## config.mk

```make
export PLATFORM = sky130hd
export DESIGN_NAME = main_memory_port_ctrl
export DESIGN_NICKNAME = d
export VERILOG_FILES = /design/src/rtl/main_memory_port_ctrl_pkg.sv /design/src/rtl/main_memory_port_ctrl_mem_timeout_counter.sv /design/src/rtl/main_memory_port_ctrl.sv
export SDC_FILE = /design/constraint.sdc
export NUM_CORES = 1
export LEC_CHECK = 0
export BUFFER_PORTS_ARGS = -buffer_cell sky130_fd_sc_hd__buf_2
export CAP_MARGIN = 20
export CORE_AREA = 2 2 122 124
export CTS_CLUSTER_DIAMETER = 200
export DETAILED_ROUTE_END_ITERATION = 8
export DIE_AREA = 0 0 124 126
export HOLD_SLACK_MARGIN = 0.1
export PLACE_DENSITY_LB_ADDON = 0.3
export RECOVER_POWER = 100
export SYNTH_ARGS = -nofsm -noshare
export SYNTH_HDL_FRONTEND = slang
export SYNTH_HIERARCHICAL = 1
export SYNTH_SLANG_ARGS = --single-unit
```

## constraint.sdc

```tcl
create_clock -name clk -period 7.2 [get_ports clk]
set_clock_uncertainty 0.2 [all_clocks]
set_input_delay 1.08 -clock clk [delete_from_list [all_inputs] [get_ports clk]]
set_output_delay 1.08 -clock clk [all_outputs]
set_load 0.05 [all_outputs]
```

## src/rtl/main_memory_port_ctrl_pkg.sv

```systemverilog
// Shared definitions for the main memory port controller: CPU stage and
// instruction-class encodings, controller FSM states and the access decode
// helper used to decide whether the current stage needs a memory transaction.
package main_memory_port_ctrl_pkg;

    localparam int STAGE_WIDTH = 3;

    localparam logic [STAGE_WIDTH-1:0] STAGE_IDLE      = 3'd0;
    localparam logic [STAGE_WIDTH-1:0] STAGE_FETCH     = 3'd1;
    localparam logic [STAGE_WIDTH-1:0] STAGE_DECODE    = 3'd2;
    localparam logic [STAGE_WIDTH-1:0] STAGE_EXECUTE   = 3'd3;
    localparam logic [STAGE_WIDTH-1:0] STAGE_MEMORY    = 3'd4;
    localparam logic [STAGE_WIDTH-1:0] STAGE_WRITEBACK = 3'd5;

    localparam logic [4:0] INSTR_NOP    = 5'd0;
    localparam logic [4:0] INSTR_ALU    = 5'd1;
    localparam logic [4:0] INSTR_BRANCH = 5'd2;
    localparam logic [4:0] INSTR_LOAD   = 5'd3;
    localparam logic [4:0] INSTR_STORE  = 5'd4;

    typedef enum logic [1:0] {
        MMPC_IDLE = 2'd0,
        MMPC_REQ  = 2'd1,
        MMPC_DONE = 2'd2,
        MMPC_ERR  = 2'd3
    } mmpc_state_e;

    typedef enum logic [1:0] {
        ACC_NONE  = 2'd0,
        ACC_FETCH = 2'd1,
        ACC_LOAD  = 2'd2,
        ACC_STORE = 2'd3
    } acc_kind_e;

    // Which transaction (if any) the given stage / instruction class needs.
    function automatic acc_kind_e decode_access(
        input logic [STAGE_WIDTH-1:0] stage,
        input logic [4:0]             instr_type
    );
        acc_kind_e kind;
        kind = ACC_NONE;
        if (stage == STAGE_FETCH) begin
            kind = ACC_FETCH;
        end else if (stage == STAGE_MEMORY && instr_type == INSTR_LOAD) begin
            kind = ACC_LOAD;
        end else if (stage == STAGE_MEMORY && instr_type == INSTR_STORE) begin
            kind = ACC_STORE;
        end
        return kind;
    endfunction

endpackage

```

## src/rtl/main_memory_port_ctrl_mem_timeout_counter.sv

```systemverilog
// Request watchdog for the main memory port controller. Down-counter loaded
// on clear; 'expired' is raised in the TIMEOUT_CYCLES-th enabled cycle after
// the clear, i.e. when the count has run down to zero while still enabled.
module mem_timeout_counter #(
    parameter int TIMEOUT_CYCLES = 255
) (
    input  logic clk,
    input  logic rst,
    input  logic clear,
    input  logic enable,
    output logic expired
);

    localparam int CNT_W = (TIMEOUT_CYCLES > 1) ? $clog2(TIMEOUT_CYCLES) : 1;
    localparam logic [CNT_W-1:0] LOAD_VAL = CNT_W'(TIMEOUT_CYCLES - 1);

    logic [CNT_W-1:0] count;

    // Reload on clear, otherwise count down while enabled and stop at zero.
    always_ff @(posedge clk or posedge rst) begin
        if (rst) begin
            count <= LOAD_VAL;
        end else if (clear) begin
            count <= LOAD_VAL;
        end else if (enable && count != '0) begin
            count <= count - 1'b1;
        end
    end

    assign expired = enable && (count == '0);

endmodule

```

## src/rtl/main_memory_port_ctrl.sv

```systemverilog
// Main memory port controller: issues one fetch / load / store transaction per
// CPU stage to a variable-latency memory, stalls the pipeline until the memory
// acknowledges, and keeps the fetched instruction and loaded data in registers.
// Optional request watchdog: define MAIN_MEM_TIMEOUT_EN to add the timeout
// counter, the ERR state and the sticky timeout_err output.
//
//   state     | meaning
//   ----------+-----------------------------------------------------------
//   MMPC_IDLE | no access in progress
//   MMPC_REQ  | mem_req high, waiting for mem_ack
//   MMPC_DONE | access for the current stage complete (or rejected)
//   MMPC_ERR  | watchdog fired; stall held until reset (watchdog only)
module main_memory_port_ctrl
    import main_memory_port_ctrl_pkg::*;
#(
    parameter int ADDR_WIDTH     = 32,
    parameter int DATA_WIDTH     = 32,
    parameter int BE_WIDTH       = DATA_WIDTH / 8,
    parameter int TIMEOUT_CYCLES = 255
) (
    input  logic                   clk,
    input  logic                   rst,
    input  logic [STAGE_WIDTH-1:0] stage,
    input  logic [4:0]             current_instr_type,
    input  logic [ADDR_WIDTH-1:0]  PC_value,
    input  logic [ADDR_WIDTH-1:0]  memory_read_address,
    input  logic [ADDR_WIDTH-1:0]  memory_write_address,
    input  logic [DATA_WIDTH-1:0]  memory_write_data,
    input  logic [BE_WIDTH-1:0]    memory_byte_en,
    output logic                   stall,
    output logic [DATA_WIDTH-1:0]  instr_data,
    output logic [DATA_WIDTH-1:0]  load_data,
    output logic                   access_done,
    output logic                   misaligned,
    output logic                   mem_req,
    output logic                   mem_we,
    output logic [ADDR_WIDTH-1:0]  mem_addr,
    output logic [DATA_WIDTH-1:0]  mem_wdata,
    output logic [BE_WIDTH-1:0]    mem_be,
    input  logic                   mem_ack,
    input  logic [DATA_WIDTH-1:0]  mem_rdata
`ifdef MAIN_MEM_TIMEOUT_EN
    ,
    output logic                   timeout_err
`endif
);

    // Low address bits that must be zero for a word-aligned access.
    localparam logic [ADDR_WIDTH-1:0] ALIGN_MASK = ADDR_WIDTH'(BE_WIDTH - 1);

    mmpc_state_e            state;
    mmpc_state_e            state_nxt;
    acc_kind_e              kind;
    logic                   access_needed;
    logic [ADDR_WIDTH-1:0]  sel_addr;
    logic                   aligned;
    logic [STAGE_WIDTH-1:0] stage_q;
    logic                   stage_changed;
    logic                   done_valid;
    logic                   can_start;
    logic                   start_req;
    logic                   start_mis;
    logic                   req_is_fetch;
    logic                   expired;

    assign kind          = decode_access(stage, current_instr_type);
    assign access_needed = (kind != ACC_NONE);

    // Address source for the access the current stage needs.
    always_comb begin
        sel_addr = PC_value;
        case (kind)
            ACC_LOAD:  sel_addr = memory_read_address;
            ACC_STORE: sel_addr = memory_write_address;
            default:   sel_addr = PC_value;
        endcase
    end

    assign aligned = ((sel_addr & ALIGN_MASK) == '0);

    // A stage change clears the completion combinationally, so the new stage
    // stalls in its first cycle even while the state register still says DONE,
    // and DONE can launch the next access directly with the same 2-cycle
    // latency as IDLE.
    assign stage_changed = (stage != stage_q);
    assign done_valid    = (state == MMPC_DONE) && !stage_changed;
    assign can_start     = (state == MMPC_IDLE) || ((state == MMPC_DONE) && stage_changed);
    assign start_req     = can_start && access_needed && aligned;
    assign start_mis     = can_start && access_needed && !aligned;

    assign stall = (state == MMPC_ERR) || (access_needed && !done_valid);

`ifdef MAIN_MEM_TIMEOUT_EN
    mem_timeout_counter #(
        .TIMEOUT_CYCLES (TIMEOUT_CYCLES)
    ) u_timeout (
        .clk     (clk),
        .rst     (rst),
        .clear   (start_req),
        .enable  (state == MMPC_REQ),
        .expired (expired)
    );

    // Sticky watchdog flag; only a reset clears it.
    always_ff @(posedge clk or posedge rst) begin
        if (rst) begin
            timeout_err <= 1'b0;
        end else if (state == MMPC_REQ && !mem_ack && expired) begin
            timeout_err <= 1'b1;
        end
    end
`else
    logic unused_timeout_cfg;
    assign unused_timeout_cfg = ^32'(TIMEOUT_CYCLES);
    assign expired = 1'b0;
`endif

    // State register.
    always_ff @(posedge clk or posedge rst) begin
        if (rst) begin
            state <= MMPC_IDLE;
        end else begin
            state <= state_nxt;
        end
    end

    // Next-state logic; an ack in the same cycle as expiry still completes.
    always_comb begin
        state_nxt = state;
        case (state)
            MMPC_IDLE, MMPC_DONE: begin
                if (start_req) begin
                    state_nxt = MMPC_REQ;
                end else if (start_mis) begin
                    state_nxt = MMPC_DONE;
                end else if (state == MMPC_DONE && stage_changed) begin
                    state_nxt = MMPC_IDLE;
                end
            end
            MMPC_REQ: begin
                if (mem_ack) begin
                    state_nxt = MMPC_DONE;
                end else if (expired) begin
                    state_nxt = MMPC_ERR;
                end
            end
            MMPC_ERR: begin
                state_nxt = MMPC_ERR;
            end
            default: begin
                state_nxt = MMPC_IDLE;
            end
        endcase
    end

    // Request latching, response capture and completion pulses.
    always_ff @(posedge clk or posedge rst) begin
        if (rst) begin
            stage_q      <= '0;
            mem_req      <= 1'b0;
            mem_we       <= 1'b0;
            mem_addr     <= '0;
            mem_wdata    <= '0;
            mem_be       <= '0;
            req_is_fetch <= 1'b0;
            instr_data   <= '0;
            load_data    <= '0;
            access_done  <= 1'b0;
            misaligned   <= 1'b0;
        end else begin
            stage_q     <= stage;
            access_done <= 1'b0;
            misaligned  <= start_mis;
            if (start_req) begin
                mem_req      <= 1'b1;
                mem_we       <= (kind == ACC_STORE);
                mem_addr     <= sel_addr;
                mem_wdata    <= (kind == ACC_STORE) ? memory_write_data : '0;
                mem_be       <= (kind == ACC_STORE) ? memory_byte_en : '1;
                req_is_fetch <= (kind == ACC_FETCH);
            end else if (state == MMPC_REQ && mem_ack) begin
                mem_req     <= 1'b0;
                access_done <= 1'b1;
                if (req_is_fetch) begin
                    instr_data <= mem_rdata;
                end else if (!mem_we) begin
                    load_data <= mem_rdata;
                end
            end else if (state == MMPC_REQ && expired) begin
                mem_req <= 1'b0;
            end
        end
    end

endmodule
```

Yosys cells after proc, flatten, opt, wreduce, memory -nomap -nowiden
Cells that the tools add are included.

Register bits: 142. Bits of input ports: 175. Output and inout bits: 137. Logic and storage cells: 65.

Eq/ne operators: 13. Multiplexer cells: 15. Bitwise gates (word level): 3. Reduce and logical (&&, ||, !) cells: 22.

Operators with widths (number): one-hot mux 32 bit (2 select lines) (1); zero test 32 bit (1); two-way mux 32 bit (1); two-way mux 2 bit (7); logical AND 1 bit (9); == test 2 bit, second input constant (4); one-hot mux 2 bit (3 select lines) (1); == test 5 x 2 -> 1 bit, second input constant (1); == test 5 x 3 -> 1 bit, second input constant (1); == test 2 x 1 -> 1 bit, second input constant (2); two-way mux 1 bit (4); two-way mux 4 bit (1); inequality test 4 bit, second input constant (1); AND reduction 4 bit (1); nonzero test 2 bit (2); == test 3 x 1 -> 1 bit, second input constant (1); == test 3 bit, second input constant (1); zero test 1 bit (3); inequality test 3 bit (1); NOT 1 bit (3); AND reduction 3 bit (1); zero test 2 bit (1); logical OR 1 bit (2); inequality test 2 bit, second input constant (1); 2 further kinds (2).

Depth between registers and ports, before layout
Gate-level depths: netlist (run 1).

Word-level depth: 13. Gate-level depth with buffers: 8. Gate-level depth less buffers: 5.

Worst setup path before layout (run 1)
No wires, ideal clock.

Path type: input -> output. From: input current_instr_type[3]. To: output stall. Arrival: 2127 ps. Data required time: 5920 ps. Slack: 3793 ps. Stages on the path: 4. Buffers on the path: 0. Cells stage by stage: nor4_2 > o211ai_2 > a21bo_1 > nand2_1.

Cells in the longest elaborated chain, start to end: 8. Elaborated cells on any way between the ends: 10. Classes of those cells: eq/ne: 2; mux: 3; reduce/logical: 5.

Ends and longest elaborated chain: from (decl) (RTL line main_memory_port_ctrl.sv:24) `input logic [4:0] current_instr_type,`; == test 5 x 3 -> 1 bit (RTL line main_memory_port_ctrl_pkg.sv:46) `end else if (stage == STAGE_MEMORY && instr_type == INSTR_STORE) begin`; logical AND 1 bit (RTL line main_memory_port_ctrl_pkg.sv:46); two-way mux 2 bit (RTL line main_memory_port_ctrl_pkg.sv:46); two-way mux 2 bit (*) (RTL line main_memory_port_ctrl_pkg.sv:44) `end else if (stage == STAGE_MEMORY && instr_type == INSTR_LOAD) begin`; two-way mux 2 bit (*) (RTL line main_memory_port_ctrl_pkg.sv:42) `if (stage == STAGE_FETCH) begin`; nonzero test 2 bit (*) (RTL line main_memory_port_ctrl.sv:67) `assign access_needed = (kind != ACC_NONE);`; logical AND 1 bit (*) (RTL line main_memory_port_ctrl.sv:91) `assign stall = (state == MMPC_ERR) || (access_needed && !done_valid);`; logical OR 1 bit (*) (RTL line main_memory_port_ctrl.sv:91); to (decl) (RTL line main_memory_port_ctrl.sv:30) `output logic stall,`.

Every way passes the cells marked *; elsewhere a longest branch is shown, timed or not.

Worst setup path after layout (run 1)
From: input current_instr_type[2]. To: register mem_addr[11].

Cells in the longest elaborated chain, start to end: 9. Elaborated cells on any way between the ends: 14. Classes of those cells: eq/ne: 4; mux: 4; reduce/logical: 6.

Ends and longest elaborated chain: == test 5 x 3 -> 1 bit (RTL line main_memory_port_ctrl_pkg.sv:46); logical AND 1 bit (RTL line main_memory_port_ctrl_pkg.sv:46); two-way mux 2 bit (RTL line main_memory_port_ctrl_pkg.sv:46); two-way mux 2 bit (*) (RTL line main_memory_port_ctrl_pkg.sv:44); two-way mux 2 bit (*) (RTL line main_memory_port_ctrl_pkg.sv:42); == test 2 bit (RTL line main_memory_port_ctrl.sv:72) `case (kind)`; one-hot mux 32 bit (2 select lines) (RTL line main_memory_port_ctrl.sv:72); zero test 32 bit (RTL line main_memory_port_ctrl.sv:79) `assign aligned = ((sel_addr & ALIGN_MASK) == '0);`; logical AND 1 bit (RTL line main_memory_port_ctrl.sv:88) `assign start_req = can_start && access_needed && aligned;`; to (signal assigned) (RTL line main_memory_port_ctrl.sv:177) `mem_addr <= sel_addr;`; to (decl) (RTL line main_memory_port_ctrl.sv:37) `output logic [ADDR_WIDTH-1:0] mem_addr,`.

Marks and branches as above. A chain may end at the register's enable or synchronous reset.

==> flow_metrics.tcl, run 1 <==
set metrics [dict create \
    gp_congestion 0.856 \
    stdcell_count 1006 \
    yosysSeqAreaShare_pct 57.6 \
    cts.repair.resized 0 \
    dieHeight_um 126 \
    grt_start_max_net_pins 86 \
    synthTopCellsByArea "dfrtp_1, mux2_1, mux2i_1, nand2_1, a22oi_1" \
    status "finished with violations" \
    route.vias.total 4971 \
    ctsHtreeMaxLevel 4 \
    critPathKind "primary input to register" \
    syn_area_sq_um 6160 \
    routed_wirelength_mm 16.8 \
    yosysMostFrequentCell "dfrtp_1" \
    p_total_mw 3.40 \
    first_global_vias 5201 \
    async_flop_share_pct 100 \
    violations "max-capacitance violations, max-slew violations" \
    drt_iter0_drc 249 \
    synthFlopType "dfrtp_1" \
    cp-end-kind "register" \
    core_area_sq_um 14300 \
    cp_common_cell "clkbuf_1" \
    first_pass_iters 5 \
    synth_warnings 6 \
    antenna_found_initial 0 \
    path_buf_inv 4 \
    fin_setup_tns_ns 0 \
    routedWlPerCell_um 16.7 \
    slew_headroom_pct -66.0 \
    place_hpwl_mm 12.6 \
    maxSlewViolCount 162 \
    cp_slowest_stage_delay_ns 1.06 \
    startpoint_type "primary input" \
    io_pins 312 \
    yosys.area.top_type "dfrtp_1" \
    power_density_nw_per_um2 410 \
    area_growth_pct 34.7 \
    clock-sinks 142 \
    numPortBuffers 311 \
    diodes 0 \
    synth_edf_count 0 \
    crit_family "buffers and inverters" \
    worstMarginPinSlew_ns 2.48 \
    vias_per_cell 4.94 \
    cts-root-buf "clkbuf_16" \
    dp.cells 973 \
    postSynthCellCount 500 \
    rsz0062_at_grt "no" \
    hold_viol_final 0 \
    ant_nets 0 \
    worstPathRequired_ns 7.28 \
    nets 984 \
    worst_path_max_delay_cell "clkbuf_1" \
    yosys-top-cells-count "dfrtp_1, mux2_1, nand2_1, inv_1, mux2i_1" \
    post_cts_buffers 0 \
    drt_drc_violations_left 0 \
    grt_use_total_pct 21.5 \
    synth_cell_types 32 \
    ys_ff_latch 142 \
    design.die.area_sq_um 15600 \
    start_util_pct 43.1 \
    synth_nets 675 \
    clk_pin_slew_ns 0.05 \
    grt_overflow 0 \
    std_cell_rows 44 \
    grt_pass1_wl_mm 25.8 \
    hp-class "register to register" \
    path_max_fanout 51 \
    cts_hold_buf 0 \
    die_w_um 124 \
    fmax_ghz 0.199 \
    tritoncts "built" \
    clk_latency_ns 0.41 \
    leakagePower_nw 3.87 \
    fin_util_pct 58.0 \
    maxCapViolations 4 \
    drive_gt1_share_pct 25.4 \
    timing.final.crit_share_pct 69.9 \
    setup_viol 0 \
    yosysTopAreaCellShare_pct 57.6 \
    cts_buffer_depth 2 \
    synth.avg_cell_area_sq_um 12.3 \
    cts_buffers 17 \
    cp.arrival_ns 5.12 \
    irDropWorstVdd_v 0.000161 \
    path_cells "clkbuf_1 -> and3b_1 -> clkbuf_1 -> o211ai_1 -> clkbuf_1 -> o21a_1 -> nor4_1 -> buf_4 -> mux2_1" \
    period_minus_slack_ns 5.03 \
]
==> state kept, by name (all words and copies together), names as in the netlist <==
| name | count |
|---|---|
| mem_be | 4 |
| mem_addr | 32 |
| instr_data | 32 |
| misaligned | 1 |
| mem_req | 1 |
| req_is_fetch | 1 |
| load_data | 32 |
| access_done | 1 |
| state | 2 |
| mem_wdata | 32 |
| mem_we | 1 |
| stage_q | 3 |
==> stage by stage <==
| step | setup slack (ns) | instance area (sq um) | hold WS [ns] |
|---|---|---|---|
| 6_report | 2.17 | 8310 | 0.287 |
| 5_1_grt | 1.90 | 8310 | 0.299 |
| 4_1_cts | 3.46 | 8500 | 0.288 |
| 3_5_place_dp | 3.26 | 7880 | 0.269 |
| 3_3_place_gp | 3.37 | 7880 | 0.263 |
| 2_1_floorplan | 2.11 | 6160 | 0.305 |
==> kinds of logic after synthesis <==
group | count (synthesis) | synth area share (%)
AOI/OAI and AO/OA | 70 | 7.29
xor gates and xnor gates | 3 | 0.426
buffers and inverters | 67 | 4.95
DFF | 142 | 57.6
muxes | 132 | 23.4
and+or+nand+nor | 86 | 6.25
==> final cells by class <==
cell class	instances	area, sq um
well taps	184	230
fillers	1281	6010
clock inverters	13	188
inverters	36	136
multi-input cells	291	2310
flip-flops and latches	142	3550
repair buffers	321	1460
clock buffers	19	433
==> layer usage <==
| metal | track usage, % | up-vias | wire [um] | part of all wire [%] |
|---|---|---|---|---|
| li1 | - | 2329 | - | - |
| met1 | 25.0 | 2403 | 6650 | 40 |
| met2 | 38.3 | 222 | 8580 | 51 |
| met3 | 5.48 | 17 | 1380 | 8.2 |
| met4 | 6.94 | 0 | 213 | 1.3 |
| met5 | 0 | - | 0 | 0 |
==> path summary, 6_finish.rpt <==
kind,start,endpoint,slack [ns],cells past startpoint
worst max register to register,state[0],instr_data[14],4.16,6
max in group asynchronous,rst,mem_wdata[3],2.91,3
worst min-delay path,mem_addr[9],mem_addr[9],0.29,1
worst max-delay path,current_instr_type[2],mem_addr[11],2.17,9
min in group asynchronous,rst,load_data[20],1.15,2
worst min register to register,mem_addr[9],mem_addr[9],0.29,1
==> cell usage in the layout, fill, tap and decap left out, types with 3 or more instances in the layout <==
cell | synthesis | routed
buf_4 | 3 | 4
mux2_1 | 99 | 99
or3_1 | 5 | 5
a22oi_1 | 30 | 30
inv_1 | 35 | 34
clkinvlp_4 | 0 | 3
xnor2_1 | 3 | 3
bufinv_16 | 0 | 4
buf_2 | 4 | 170
clkbuf_1 | 16 | 148
clkbuf_16 | 0 | 17
nand2_1 | 67 | 67
dfrtp_1 | 142 | 142
mux2i_1 | 33 | 33
o21ai_0 | 32 | 32
==> power by group <==
part	leakage [nW]	total [mW]	switching [mW]	internal, mW
combinational	1.79	1.33	1.08	0.254
clock	0.294	0.912	0.330	0.581
sequential	1.78	1.16	0.129	1.03
total	3.87	3.40	1.53	1.87
(Power assumes the default switching activity.)
==> run 2, diff against run 1 <==
--- a/config.mk
+++ b/config.mk
@@ -5,6 +5,7 @@
 export SDC_FILE = /design/constraint.sdc
 export NUM_CORES = 1
 export LEC_CHECK = 0
+export ABC_AREA = 1
 export BUFFER_PORTS_ARGS = -buffer_cell sky130_fd_sc_hd__buf_2
 export CAP_MARGIN = 20
 export CORE_AREA = 2 2 122 124
==> constraint.sdc (replaced) <==
create_clock -name clk -period 5.1 [get_ports clk]
set_clock_uncertainty 0.2 [all_clocks]
set_input_delay 0.765 -clock clk [delete_from_list [all_inputs] [get_ports clk]]
set_output_delay 0.765 -clock clk [all_outputs]
set_load 0.05 [all_outputs]
==> flow_metrics.tcl, run 2 <==
set metrics [dict create \
    status "finished with violations" \
    violations "max-capacitance violations, max-slew violations" \
    cts.repair.resized 0 \
    maxSlewViolCount 216 \
    synth_compound_area_share_pct 5.57 \
    hold_ws_ns 0.269 \
    hold_viol_final 0 \
    reg2reg_setup_slack_ns 1.95 \
    grt_start_max_net_pins 108 \
    yosys.area.top_type "dfrtp_1" \
    antenna_found_initial 4 \
    synth_nets 919 \
    yosys-top-cells-count "nand2_1, dfrtp_1, nand3_1, inv_1, o21ai_0" \
    first_pass_iters 4 \
    rsz0062_at_grt "no" \
    synth_xor_area_share_pct 0.143 \
    leakagePower_nw 4.46 \
    cp-end-kind "register" \
    synth_edf_count 0 \
    area_growth_pct 34.8 \
    std_cell_rows 44 \
    synthFlopType "dfrtp_1" \
    syn_area_sq_um 6110 \
    synthTopCellsByArea "dfrtp_1, nand2_1, nand3_1, o21ai_0, inv_1" \
    io_pins 312 \
    gp_congestion 0.843 \
    final_cell_mix "nand2_1, buf_2, clkbuf_1" \
    synthMuxAreaShare_pct 0 \
    synthSimpleGateAreaFrac_pct 30.1 \
    first_global_vias 5708 \
    path_max_fanout 36 \
    die_w_um 124 \
    fin_area_sq_um 8230 \
    yosysMostFrequentCell "nand2_1" \
    gr-usage-met2_pct 38.2 \
    drive_gt1_share_pct 20.9 \
    clk_pin_slew_ns 0.06 \
    irDropWorstVdd_v 0.000205 \
    worstPathRequired_ns 5.18 \
    place_hpwl_mm 12.9 \
    synth.avg_cell_area_sq_um 8.21 \
    fill_cells 1417 \
    cts-root-buf "clkbuf_16" \
    startpoint_type "primary input" \
    cp.arrival_ns 3.83 \
    grt_pass1_wl_mm 28.3 \
    dpl_cell_area_sq_um 7820 \
    nets 1218 \
    cts_hold_buf 0 \
    drt_drc_violations_left 0 \
    worstMarginPinSlew_ns 2.23 \
    tritoncts "built" \
    routedWlPerCell_um 14.5 \
    synth_cell_types 19 \
    start_util_pct 42.7 \
    fin_setup_tns_ns 0 \
    fmax_ghz 0.267 \
    grt_overflow 0 \
    ctsHtreeMaxLevel 4 \
    clk_latency_ns 0.41 \
    vias_per_cell 4.80 \
    final_common_cell "nand2_1" \
    ys_ff_latch 142 \
    synth-adder-area-share_pct 0 \
    post_cts_buffers 0 \
    yosysSeqAreaShare_pct 58.2 \
    maxCapViolations 3 \
    cts_buffers 17 \
    yosysTopAreaCellShare_pct 58.2 \
    design.die.area_sq_um 15600 \
    grt.busiest_layer "met2" \
    postSynthCellCount 744 \
    synth_warnings 6 \
    use_met3_pct 7.79 \
    grt_use_total_pct 23.4 \
    async_flop_share_pct 100 \
    dieHeight_um 126 \
    cts_buffer_depth 2 \
    setup_viol 0 \
    ant_nets 0 \
    clock-sinks 142 \
    hp-class "register to register" \
    drt_iter0_drc 324 \
    numPortBuffers 311 \
    period_minus_slack_ns 3.75 \
    grt_use_met1_pct 27.7 \
    route.vias.total 5964 \
    core_area_sq_um 14300 \
    power_density_nw_per_um2 309 \
    timing.final.crit_share_pct 73.5 \
    synth_top_family_by_area "simple AND/OR/NAND/NOR gates" \
    critPathKind "primary input to register" \
    routed_wirelength_mm 18.0 \
    slew_headroom_pct -48.8 \
]
[run 2: cell count changes after synthesis, sizes merged, moves of 5 or more]
cell	before	now
nand2	67	317
mux2	99	0
inv	36	52
or2	1	6
or3	5	0
a22oi	30	0
nand3	0	101
o21ai	33	67
clkbuf	16	27
nor2	3	10
mux2i	33	0
[run 2: power breakdown]
part / internal, mW / switching (mW) / total (mW)
combinational: 0.0621 / 0.0850 / 0.147
clock: 0.784 / 0.480 / 1.26
sequential: 1.13 / 0.00282 / 1.14
total: 1.98 / 0.568 / 2.55
[run 2: stage by stage]
stage	setup WS (ns)	cells	utilization [%]	power, mW
6_report	1.35	1243	57.5	2.55
5_1_grt	0.969	1243	57.5	2.65
4_1_cts	2.03	1239	58.9	2.58
3_5_place_dp	1.76	1207	54.6	1.31
3_3_place_gp	1.84	1206	54.5	1.31
2_1_floorplan	0.325	744	-	1.22
[run 2: final timing paths]
path                         startpoint            end  cells after the start
setup / recovery               stage[0]         mem_we                     10
hold / removal             mem_addr[19]   mem_addr[19]                      2
setup reg to reg               state[0]  load_data[19]                      5
hold reg to reg            mem_addr[19]   mem_addr[19]                      2
max in group asynchronous           rst   mem_wdata[2]                      3
min in group asynchronous           rst   mem_addr[31]                      2
[run 2: kinds of logic after synthesis]
logic type                count (synthesis)
and+or+nand+nor                         440
DFF                                     142
buffers and inverters                    93
AOI/OAI and AO/OA                        68
xor gates and xnor gates                  1
[run 2: routing by layer]
| layer | routed length (um) | vias up | share of wire, % |
|---|---|---|---|
| li1 | - | 2949 | - |
| met1 | 7390 | 2742 | 41 |
| met2 | 8500 | 226 | 47 |
| met3 | 1460 | 45 | 8.1 |
| met4 | 655 | 2 | 3.6 |
| met5 | 13 | - | 0.072 |
[run 2: critical path, stage by stage]
cell and delay [ns]:
clkbuf_1 0.17, nor3_1 0.12, clkbuf_1 0.59, nand3_1 0.31, nand2_1 0.07, inv_1 0.09, nand2_1 0.09, nor2_2 1.03
buf_4 0.46, o21ai_0 0.12
[run 2: layout make-up]
cell class / instances / area [sq um] / share of cell area, %
Clock buffer: 19 / 443 / 5.38
Inverter: 52 / 199 / 2.42
Sequential cell: 142 / 3550 / 43.2
Antenna cell: 3 / 7.51 / 0.0912
Tap cell: 184 / 230 / 2.80
Multi-Input combinational cell: 509 / 2170 / 26.4
Timing Repair Buffer: 321 / 1460 / 17.8
Clock inverter: 13 / 164 / 1.99
